===== config.mk =====
export PLATFORM = sky130hd
export DESIGN_NAME = blue_sequencer
export DESIGN_NICKNAME = d
export VERILOG_FILES = /design/src/rtl/blue_sequencer_pkg.sv /design/src/rtl/blue_mem_port.sv /design/src/rtl/blue_sequencer.sv
export SDC_FILE = /design/constraint.sdc
export NUM_CORES = 1
export LEC_CHECK = 0
export BUFFER_PORTS_ARGS = -buffer_cell sky130_fd_sc_hd__buf_2
export CELL_PAD_IN_SITES_DETAIL_PLACEMENT = 0
export CELL_PAD_IN_SITES_GLOBAL_PLACEMENT = 2
export CORE_AREA = 4 4 135 137
export DETAILED_ROUTE_END_ITERATION = 8
export DIE_AREA = 0 0 139 141
export GPL_ROUTABILITY_DRIVEN = 0
export HOLD_SLACK_MARGIN = 0.08
export PLACE_DENSITY = 0.79
export SKIP_CTS_REPAIR_TIMING = 1
export SYNTH_ARGS = -nofsm -noshare
export SYNTH_HDL_FRONTEND = slang
export SYNTH_SLANG_ARGS = --single-unit

===== constraint.sdc =====
create_clock -name clk -period 1.87 [get_ports clk]
set_input_delay 0 -clock clk [delete_from_list [all_inputs] [get_ports clk]]
set_output_delay 0 -clock clk [all_outputs]
set_load 0.005 [all_outputs]

===== src/rtl/blue_sequencer_pkg.sv =====
// Shared definitions for the Blue sequencer: instruction classes, FSM states,
// flag bit positions and small decode helpers.
package blue_sequencer_pkg;

    typedef enum logic [2:0] {
        ST_IDLE   = 3'd0,
        ST_FETCH  = 3'd1,
        ST_DECODE = 3'd2,
        ST_EXEC   = 3'd3,
        ST_MEM    = 3'd4,
        ST_HALT   = 3'd5
    } state_t;

    // Instruction classes held in IR[15:12]; 0-7 are execute-stage ALU ops.
    localparam logic [3:0] OP_LDA = 4'd8;
    localparam logic [3:0] OP_STA = 4'd9;
    localparam logic [3:0] OP_JMP = 4'd10;
    localparam logic [3:0] OP_JMZ = 4'd11;
    localparam logic [3:0] OP_JMN = 4'd12;
    localparam logic [3:0] OP_JMC = 4'd13;
    localparam logic [3:0] OP_NOP = 4'd14;
    localparam logic [3:0] OP_HLT = 4'd15;

    // Bit positions inside the ZNC flag register.
    localparam int unsigned ZNC_Z = 32'd2;
    localparam int unsigned ZNC_N = 32'd1;
    localparam int unsigned ZNC_C = 32'd0;

    function automatic logic is_alu_op(input logic [3:0] cls);
        return (cls[3] == 1'b0);
    endfunction

    // Jump decision from the instruction class and the flags seen at decode.
    function automatic logic jump_taken(input logic [3:0] cls, input logic [2:0] znc);
        logic taken;
        case (cls)
            OP_JMP:  taken = 1'b1;
            OP_JMZ:  taken = znc[ZNC_Z];
            OP_JMN:  taken = znc[ZNC_N];
            OP_JMC:  taken = znc[ZNC_C];
            default: taken = 1'b0;
        endcase
        return taken;
    endfunction

endpackage


===== src/rtl/blue_mem_port.sv =====
// Memory req/ack holder: latches one request and keeps it stable until ack.
// Shared by instruction fetch and load/store; done marks the ack cycle.
module blue_mem_port
    import blue_sequencer_pkg::*;
#(
    parameter int unsigned ADDR_W = 32'd12
) (
    input  logic              clk,
    input  logic              rst_n,
    input  logic              issue,
    input  logic              issue_we,
    input  logic [ADDR_W-1:0] issue_addr,
    input  logic [15:0]       issue_wdata,
    input  logic              mem_ack,
    output logic              mem_req,
    output logic              mem_we,
    output logic [ADDR_W-1:0] mem_addr,
    output logic [15:0]       mem_wdata,
    output logic              done
);

    // An ack only counts while a request is outstanding.
    assign done = mem_req & mem_ack;

    // Hold the request from issue until ack, then drop it for at least one cycle.
    always_ff @(posedge clk or negedge rst_n) begin
        if (!rst_n) begin
            mem_req   <= 1'b0;
            mem_we    <= 1'b0;
            mem_addr  <= '0;
            mem_wdata <= 16'h0000;
        end else if (done) begin
            mem_req <= 1'b0;
            mem_we  <= 1'b0;
        end else if (issue && !mem_req) begin
            mem_req   <= 1'b1;
            mem_we    <= issue_we;
            mem_addr  <= issue_addr;
            mem_wdata <= issue_wdata;
        end
    end

endmodule


===== src/rtl/blue_sequencer.sv =====
// Blue datapath sequencer: fetches instructions, hands ALU ops to the
// combinational execute stage and runs load/store, jumps and halt itself.
module blue_sequencer
    import blue_sequencer_pkg::*;
#(
    parameter int unsigned       ADDR_W   = 32'd12,
    parameter logic [ADDR_W-1:0] RESET_PC = '0
) (
    input  logic              clk,
    input  logic              rst_n,
    input  logic              start,
    output logic              halted,
    output logic [ADDR_W-1:0] pc,
    output logic              mem_req,
    output logic              mem_we,
    output logic [ADDR_W-1:0] mem_addr,
    output logic [15:0]       mem_wdata,
    input  logic [15:0]       mem_rdata,
    input  logic              mem_ack,
    output logic [15:0]       ex_a,
    output logic [15:0]       ex_b,
    output logic [15:0]       ex_opcode,
    output logic [2:0]        ex_znc,
    input  logic [15:0]       ex_a_res,
    input  logic [15:0]       ex_b_res,
    input  logic [2:0]        ex_znc_res
);

    localparam logic [ADDR_W-1:0] PC_ONE = {{(ADDR_W-1){1'b0}}, 1'b1};

    state_t            state_r;
    logic [ADDR_W-1:0] pc_r;
    logic [15:0]       ir_r;
    logic [15:0]       a_r;
    logic [15:0]       b_r;
    logic [2:0]        znc_r;
    logic              halted_r;

    logic [3:0]        ir_class_s;
    logic [ADDR_W-1:0] ir_addr_s;
    logic              port_issue_s;
    logic              port_we_s;
    logic [ADDR_W-1:0] port_addr_s;
    logic              port_done_s;

    assign ir_class_s = ir_r[15:12];

    // The 12-bit address field is zero-extended or truncated to the PC width.
    generate
        if (ADDR_W > 32'd12) begin : g_addr_ext
            assign ir_addr_s = {{(ADDR_W-32'd12){1'b0}}, ir_r[11:0]};
        end else if (ADDR_W == 32'd12) begin : g_addr_eq
            assign ir_addr_s = ir_r[11:0];
        end else begin : g_addr_trunc
            assign ir_addr_s = ir_r[ADDR_W-1:0];
        end
    endgenerate

    // Request selection: FETCH reads at pc, MEM accesses the instruction's address.
    always_comb begin
        port_issue_s = 1'b0;
        port_we_s    = 1'b0;
        port_addr_s  = pc_r;
        case (state_r)
            ST_FETCH: begin
                port_issue_s = 1'b1;
                port_we_s    = 1'b0;
                port_addr_s  = pc_r;
            end
            ST_MEM: begin
                port_issue_s = 1'b1;
                port_we_s    = (ir_class_s == OP_STA);
                port_addr_s  = ir_addr_s;
            end
            default: begin
                port_issue_s = 1'b0;
                port_we_s    = 1'b0;
                port_addr_s  = pc_r;
            end
        endcase
    end

    blue_mem_port #(
        .ADDR_W(ADDR_W)
    ) u_mem_port (
        .clk         (clk),
        .rst_n       (rst_n),
        .issue       (port_issue_s),
        .issue_we    (port_we_s),
        .issue_addr  (port_addr_s),
        .issue_wdata (a_r),
        .mem_ack     (mem_ack),
        .mem_req     (mem_req),
        .mem_we      (mem_we),
        .mem_addr    (mem_addr),
        .mem_wdata   (mem_wdata),
        .done        (port_done_s)
    );

    // Sequencer FSM with its architectural registers and halted flag.
    always_ff @(posedge clk or negedge rst_n) begin
        if (!rst_n) begin
            state_r  <= ST_IDLE;
            pc_r     <= RESET_PC;
            ir_r     <= 16'h0000;
            a_r      <= 16'h0000;
            b_r      <= 16'h0000;
            znc_r    <= 3'b000;
            halted_r <= 1'b1;
        end else begin
            case (state_r)
                ST_IDLE, ST_HALT: begin
                    if (start) begin
                        state_r  <= ST_FETCH;
                        halted_r <= 1'b0;
                    end
                end
                ST_FETCH: begin
                    if (port_done_s) begin
                        ir_r    <= mem_rdata;
                        pc_r    <= pc_r + PC_ONE;
                        state_r <= ST_DECODE;
                    end
                end
                ST_DECODE: begin
                    if (is_alu_op(ir_class_s)) begin
                        state_r <= ST_EXEC;
                    end else begin
                        case (ir_class_s)
                            OP_LDA, OP_STA: state_r <= ST_MEM;
                            OP_NOP:         state_r <= ST_FETCH;
                            OP_HLT: begin
                                state_r  <= ST_HALT;
                                halted_r <= 1'b1;
                            end
                            default: begin
                                if (jump_taken(ir_class_s, znc_r)) begin
                                    pc_r <= ir_addr_s;
                                end
                                state_r <= ST_FETCH;
                            end
                        endcase
                    end
                end
                ST_EXEC: begin
                    a_r     <= ex_a_res;
                    b_r     <= ex_b_res;
                    znc_r   <= ex_znc_res;
                    state_r <= ST_FETCH;
                end
                ST_MEM: begin
                    if (port_done_s) begin
                        if (ir_class_s == OP_LDA) begin
                            a_r          <= mem_rdata;
                            znc_r[ZNC_Z] <= (mem_rdata == 16'h0000);
                            znc_r[ZNC_N] <= mem_rdata[15];
                        end
                        state_r <= ST_FETCH;
                    end
                end
                default: begin
                    state_r  <= ST_IDLE;
                    halted_r <= 1'b1;
                end
            endcase
        end
    end

    assign halted    = halted_r;
    assign pc        = pc_r;
    assign ex_a      = a_r;
    assign ex_b      = b_r;
    assign ex_opcode = ir_r;
    assign ex_znc    = znc_r;

endmodule


==> flow_metrics.env <==
export IMPL_rsz0062_at_grt="false"
export IMPL_worst_pin_slew_ps=454
export IMPL_clkPwrFrac=0.172
export IMPL_io_pins=149
export IMPL_die_area_um2=19600
export IMPL_rows=48
export IMPL_via_per_inst=4.61
export IMPL_grt_max_degree=42
export IMPL_fin_crit_sh=0.954
export IMPL_synth_cell_type_count=47
export IMPL_totalPowerFinal_w=0.0101
export IMPL_dpl_hpwl_mm=10.4
export IMPL_final_cell_count_no_fill=882
export IMPL_cts_root_buffer="clkbuf_16"
export IMPL_cpLargestDelayFamily="simple AND/OR/NAND/NOR gates"
export IMPL_finClkSkew_ps=9.75
export IMPL_final_area_um2=6550
export IMPL_htree_levels=3
export IMPL_synth_edff_count=0
export IMPL_critPathArrivalTime_ps=2010
export IMPL_synth_seq_cells=97
export IMPL_placed_cell_area_um2=5710
export IMPL_synth_warnings=0
export IMPL_worstPathCellList="or3b_4 -> nor3_4 -> o22ai_4 -> buf_12 -> mux2_1"
export IMPL_critical_path_max_stage_delay_ps=450
export IMPL_layout_common_cells="buf_2 (147), nand2_1 (126), dfrtp_1 (95), dlygate4sd3_1 (54), mux2_1 (32)"
export IMPL_cp_num_buf_inv=1
export IMPL_fmax_mhz=560
export IMPL_initial_core_util=0.264
export IMPL_setup_worst_path_start_class="flip-flop"
export IMPL_layout_commonest_cell="buf_2"
export IMPL_irDropWorstVdd_uv=577
export IMPL_detail_route_wl_per_cell_um=16.1
export IMPL_max_slew_margin=0.694
export IMPL_gr_total_overflow=0
export IMPL_ys_async_sr_fraction=1.00
export IMPL_synth_area_um2=4500
export IMPL_power_internal_w=0.00625
export IMPL_maxCapViolCount=0
export IMPL_io_buffers=148
export IMPL_seq_power_share=0.396
export IMPL_cts_sinks=97
export IMPL_grt_pass1_vias=4109
export IMPL_cts_max_path_buffers=2
export IMPL_slew_violations=0
export IMPL_grt_use_total=0.144
export IMPL_worstHoldPathType="in2async"
export IMPL_synthFlopType="dfrtp_1"
export IMPL_critPathKind="reg2reg"
export IMPL_numCtsBuffers=9
export IMPL_finalHoldViolCount=0
export IMPL_drive_gt1_frac=0.339
export IMPL_path_clk_slew_ps=70
export IMPL_area_growth_pct=45.4
export IMPL_p_sw_frac=0.381
export IMPL_p_comb_frac=0.432
export IMPL_ys_seq_area_frac=0.540
export IMPL_synth_area_per_cell_um2=10.3
export IMPL_hold_ws_ps=134
export IMPL_crit_path_end_kind="flip-flop"
export IMPL_setup_viol=0
export IMPL_path_max_fanout=18
export IMPL_grt_pass1_wl_mm=22.3
export IMPL_placed_cells=813
export IMPL_crit_required_ps=2100
export IMPL_die_h_um=141
export IMPL_clk_latency_ps=350
export IMPL_drt_iter0_drc=218
export IMPL_nNetsFinal=709
export IMPL_setup_tns_ps=0
export IMPL_syn_num_nets=494
export IMPL_period_needed_ps=1780
export IMPL_switching_power_w=0.00384
export IMPL_antenna_found_initial=0
export IMPL_num_vias=4070
export IMPL_ant_nets=0
export IMPL_drc_errors=0
export IMPL_cts_tree="yes"
export IMPL_status="complete, no violations"
export IMPL_leakage_nw=3.08
export IMPL_die_w_um=139
export IMPL_antenna_cells=0
export IMPL_cp_slowest_cell="or3b_4"
export IMPL_wirelength_mm=14.2
export IMPL_core_area_um2=17100
export IMPL_synthCells=438
export IMPL_power_density_nw_per_um2=1540
export IMPL_drt_pass1_iterations=4
final cells by class:
class | count | area, um^2
Multi-Input combinational cell | 309 | 1980
Clock inverter | 6 | 45.0
Clock buffer | 9 | 225
Fill cell | 1732 | 10500
Tap cell | 225 | 282
Sequential cell | 97 | 2430
Inverter | 5 | 18.8
Timing Repair Buffer | 231 | 1560
power by group through the flow:
| stage | logic [W] | clock network (W) | registers, W |
|---|---|---|---|
| after global placement | 0.00422 | 0 | 0.00399 |
| after detailed placement | 0.00433 | 0 | 0.00404 |
| after CTS | 0.00434 | 0.00180 | 0.00400 |
| after global routing | 0.00489 | 0.00191 | 0.00417 |
| final | 0.00436 | 0.00173 | 0.00400 |
| after floorplan | 0.00221 | 0 | 0.00395 |
final timing paths:
kind	start	end	slack (ps)	cells after the start
worst max-delay path	state_r[2]	ex_a[3]	90	5
worst min register to register	ex_b[11]	ex_b[11]	470	2
max in group asynchronous	rst_n	u_mem_port.mem_addr[5]	980	3
min in group clk	ex_b_res[8]	ex_b[8]	380	4
worst min-delay path	rst_n	ex_a[6]	130	2
worst max register to register	state_r[2]	ex_a[3]	90	5
worst register-to-register path, stage by stage, from the launching register on:
cell and delay (ps):
dfrtp_2 430, or3b_4 450, nor3_4 210, o22ai_4 100
buf_12 160, mux2_1 320
flip-flops by register name, indices dropped and copies added, names as in the netlist:
register	count
state_r	3
ex_znc	3
ex_opcode	16
pc	12
u_mem_port.mem_req	1
u_mem_port.mem_we	1
halted	1
ex_b	16
ex_a	16
u_mem_port.mem_wdata	16
u_mem_port.mem_addr	12
synth_stat cells, types with 4 or more instances:
| cell | instances | area share |
|---|---|---|
| a2bb2oi_1 | 9 | 0.018 |
| a211oi_1 | 7 | 0.012 |
| a21oi_1 | 10 | 0.011 |
| clkbuf_1 | 17 | 0.014 |
| mux2i_1 | 10 | 0.022 |
| a221oi_1 | 5 | 0.0097 |
| nor4_1 | 4 | 0.0056 |
| nor2_1 | 10 | 0.0083 |
| o21ai_1 | 10 | 0.011 |
| buf_2 | 6 | 0.0067 |
| dfrtp_1 | 96 | 0.53 |
| mux2_2 | 19 | 0.048 |
| nand2_1 | 126 | 0.11 |
| nand4_1 | 6 | 0.0083 |
| nand3_1 | 5 | 0.0056 |
| mux2_1 | 32 | 0.080 |
| inv_1 | 4 | 0.0033 |
| o21ai_0 | 15 | 0.017 |
kinds of logic (layout without fill, tap and decap cells):
family          count (synthesis)  count (layout)  synth area share
mux                            61              61             0.150
simple gates                  174             174             0.170
flops                          97              97             0.540
compound gates                 72              72             0.106
buf+inv                        32             251            0.0292
xor+xnor                        1               1           0.00195
fa+ha+maj                       1               1           0.00278
stage by stage:
stage | setup slack [ps] | util
after floorplan | 12.9 | -
after global placement | -0.337 | 0.335
after detailed placement | -44.3 | 0.335
after CTS | -63.5 | 0.350
after global routing | 6.79 | 0.384
final | 85.5 | 0.384
routing by layer:
metal | wire (um) | track usage | part of all wire
met5 | 0 | 0 | 0
met4 | 207 | 0.0541 | 0.015
met3 | 563 | 0.0370 | 0.040
met2 | 6760 | 0.230 | 0.48
met1 | 6650 | 0.188 | 0.47
Power figures use the tool's default switching activity.
